==> src/rtl/register_acc.sv <==
// Eleven-bit accumulator for the sequential divider/multiplier datapath.
// Each rising edge captures either the ALU result or {A, Q[9]} (A shifted left, Q MSB in).
module register_acc (
    input  logic        clock,
    input  logic        rst,
    input  logic        ldQ,
    input  logic [9:0]  A,
    input  logic [9:0]  Q,
    input  logic [10:0] value_in,
    output logic [10:0] value_out
);

    logic [10:0] shift_src;
    logic [10:0] acc_next;
    logic [10:0] acc_reg;

    // Only the MSB of Q takes part in the shift; the rest is deliberately dropped.
    logic unused_q_low;
    assign unused_q_low = ^Q[8:0];

    assign shift_src = {A, Q[9]};

    generate
        for (genvar gi = 0; gi < 11; gi++) begin : g_src_mux
            assign acc_next[gi] = ldQ ? value_in[gi] : shift_src[gi];
        end
    endgenerate

    always_ff @(posedge clock or posedge rst) begin
        if (rst) begin
            acc_reg <= 11'h000;
        end else begin
            acc_reg <= acc_next;
        end
    end

    assign value_out = acc_reg;

endmodule

==> config.mk <==
export PLATFORM = sky130hd
export DESIGN_NAME = register_acc
export DESIGN_NICKNAME = d
export VERILOG_FILES = /design/src/rtl/register_acc.sv
export SDC_FILE = /design/constraint.sdc
export NUM_CORES = 1
export LEC_CHECK = 0
export ABC_AREA = 1
export BUFFER_PORTS_ARGS = -buffer_cell sky130_fd_sc_hd__buf_4
export CAP_MARGIN = 20
export CORE_AREA = 2 2 39 41
export CTS_BUF_LIST = sky130_fd_sc_hd__clkbuf_8
export DETAILED_ROUTE_END_ITERATION = 8
export DIE_AREA = 0 0 41 43
export PLACE_DENSITY_LB_ADDON = 0.25
export SLEW_MARGIN = 0
export SYNTH_ARGS = -nofsm -noshare
export SYNTH_HDL_FRONTEND = slang
export SYNTH_SLANG_ARGS = --single-unit
==> constraint.sdc <==
create_clock -name clock -period 0.8 [get_ports clock]
set_input_delay 0.04 -clock clock [delete_from_list [all_inputs] [get_ports clock]]
set_output_delay 0.04 -clock clock [all_outputs]
set_load 0.1 [all_outputs]
==> run_results.csv <==
group,metric,value,unit
run_status,status,"finished, violations left",
run_status,violations,"negative setup slack",
layout,fillCellCount,110,
timing,worst_pin_slew,0.399,ns
placement,place_hpwl,807,um
setup_path,crit_chain,"buf_12",
yosys,yosysSeqAreaShare,64.7,%
layout,drive_gt1_share,56.2,%
setup_path,start_kind,"flop",
timing,finalSetupViolCount,11,
cts,post-cts-setup-buffers,0,
cts,cts_tree,"built",
detailed_routing,finalWirelength,1050,um
timing,grt_setup_unrepaired,"yes",
timing,min_period_over_period,107,%
layout,area_growth,107,%
placement,pre_cts_ws,0.140,ns
layout,antenna_cells,0,
detailed_routing,drt_iter0_drc,4,
setup_path,path_max_fanout,1,
cts,htreeDepth,1,
placement,place_congestion,0.559,
setup_path,crit_path_end_kind,"output pin",
die,ioPinCount,45,
timing,setup_slack,-0.0532,ns
yosys,ys_ff_latch,11,
yosys,synthCells,48,
cts,cts.sinks,11,
detailed_routing,drcViolationCount,0,
timing,hold_viol_final,0,
layout,largest_register_ffs,11,
layout,register_area,289,um^2
timing,slew_headroom,73.4,%
min_path,hp-class,"primary input to flop",
setup_path,crit_family,"flip-flops",
flow_run,max_cap_violations,0,
detailed_routing,wl_per_cell,9.98,um
power_and_ir_drop,power_density,2040,nW/um^2
placement,io_buffers,35,
yosys,syn_avg_cell_area,8.86,um^2
detailed_routing,num_vias,438,
cts,cts_max_path_buffers,2,
die,fp-row-count,14,
layout,multi_input_area,124,um^2
layout,nNetsFinal,124,
setup_path,crit_buf_inv,1,
global_routing,antenna_found_initial,0,
global_routing,grt_max_degree,13,
setup_path,cp.required,0.76,ns
global_routing,grt_pass1_vias,401,
power_and_ir_drop,p_leak,0.470,nW
timing,slew_violations,0,
cts,clkTransAtPathRegs,0.05,ns
setup_path,crit_path_top_delay_cell,"dfrtp_2",
setup_path,worstPathArrival,0.81,ns
layout,final_util,63.7,%
cts,cts_root_buf,"clkbuf_8",
setup_path,critPathKind,"flop to output pin",
detailed_routing,drtPass1Iterations,4,
cts,numCtsBuffers,3,
setup_path,slowest_delay,0.41,ns
timing,min_period,0.853,ns
die,die_w,41,um
detailed_routing,ant_nets,0,
die,die-area,1760,um^2
die,fp.dieH,43,um
yosys,synth_area,425,um^2
power_and_ir_drop,ir_worst_vdd,1030,uV
die,core_area,1380,um^2
yosys,yosys_warnings,0,
global_routing,grt_usage,13.5,%
global_routing,grt_pass1_wl,1520,um
die,initial_core_util,30.7,%
yosys,synth_fp_nets,82,
detailed_routing,drt-vias-per-instance,4.17,
timing,fmax,1.17,GHz
global_routing,overflow,0,
yosys,synthDistinctLibCells,6,
synthesized netlist by cell type:
| cell type | instances | area share, % |
|---|---|---|
| buf_6 | 1 | 2.6 |
| inv_1 | 1 | 0.88 |
| buf_4 | 1 | 1.8 |
| nand2_1 | 33 | 29 |
| inv_2 | 1 | 0.88 |
| dfrtp_1 | 11 | 65 |
logic make-up after synthesis:
logic type | Yosys count | share of synthesized area (%)
buf+inv | 4 | 6.18
simple gates | 33 | 29.1
flops | 11 | 64.7
power by group:
part | internal, mW | switching, mW | total (mW)
Sequential | 0.608 | 0.0290 | 0.637
Combinational | 0.231 | 0.405 | 0.636
Clock | 0.335 | 0.189 | 0.524
Total | 1.17 | 0.623 | 1.80
final timing paths:
check | startpoint | cells past startpoint | to
min in group asynchronous | rst | 3 | value_out[4]
worst max-delay path | value_out[2] | 1 | value_out[2]
worst min-delay path | A[9] | 3 | value_out[10]
max in group asynchronous | rst | 3 | value_out[0]
layer usage:
metal  global-route usage (%)  part of all wire [%]  vias to the layer above  wire (um)
li1                         -                     -                      221          -
met1                     11.0                    34                      191        352
met2                     23.4                    56                       24        582
met3                     5.24                   8.9                        2         93
met4                     10.0                   1.8                        0         19
met5                        0                     0                        -          0
through the flow:
stage               power (mW)  hold slack, ns  std cells  setup TNS [ns]  cell area, um^2
floorplan                 1.01          -0.107         48               0              439
global placement          1.17          0.0565         97               0              703
detailed placement        1.18          0.0510         97               0              703
CTS                       1.77         0.00233        105          -0.558              837
global route              1.87         0.00865        105          -0.706              881
finish                    1.80        0.000209        105          -0.499              881
area by class of cell:
class / count / area share [%]
repair buffers: 39 / 44.9
multi-input cells: 33 / 14.1
inverters: 2 / 0.852
clock buffers: 3 / 4.69
clock inverters: 1 / 0.426
flip-flops and latches: 11 / 32.8
well taps: 16 / 2.27
cells in the final DEF, fill, tap and decap left out:
cell type       n
buf_12          5
buf_4          24
buf_6           4
buf_8           2
clkbuf_8        3
dfrtp_2        11
dlygate4sd3_1   4
inv_1           2
inv_2           1
nand2_1        33
timing repair:
| item | 4_1_cts | 5_1_grt |
|---|---|---|
| hold endpoints to repair | 14 | 0 |
| gates resized for setup | 13 | 10 |
| endpoints found under the setup margin | 11 | 11 |
| hold buffers | 4 | 0 |
| cloned | 0 | 0 |
(Power assumes the default switching activity.)
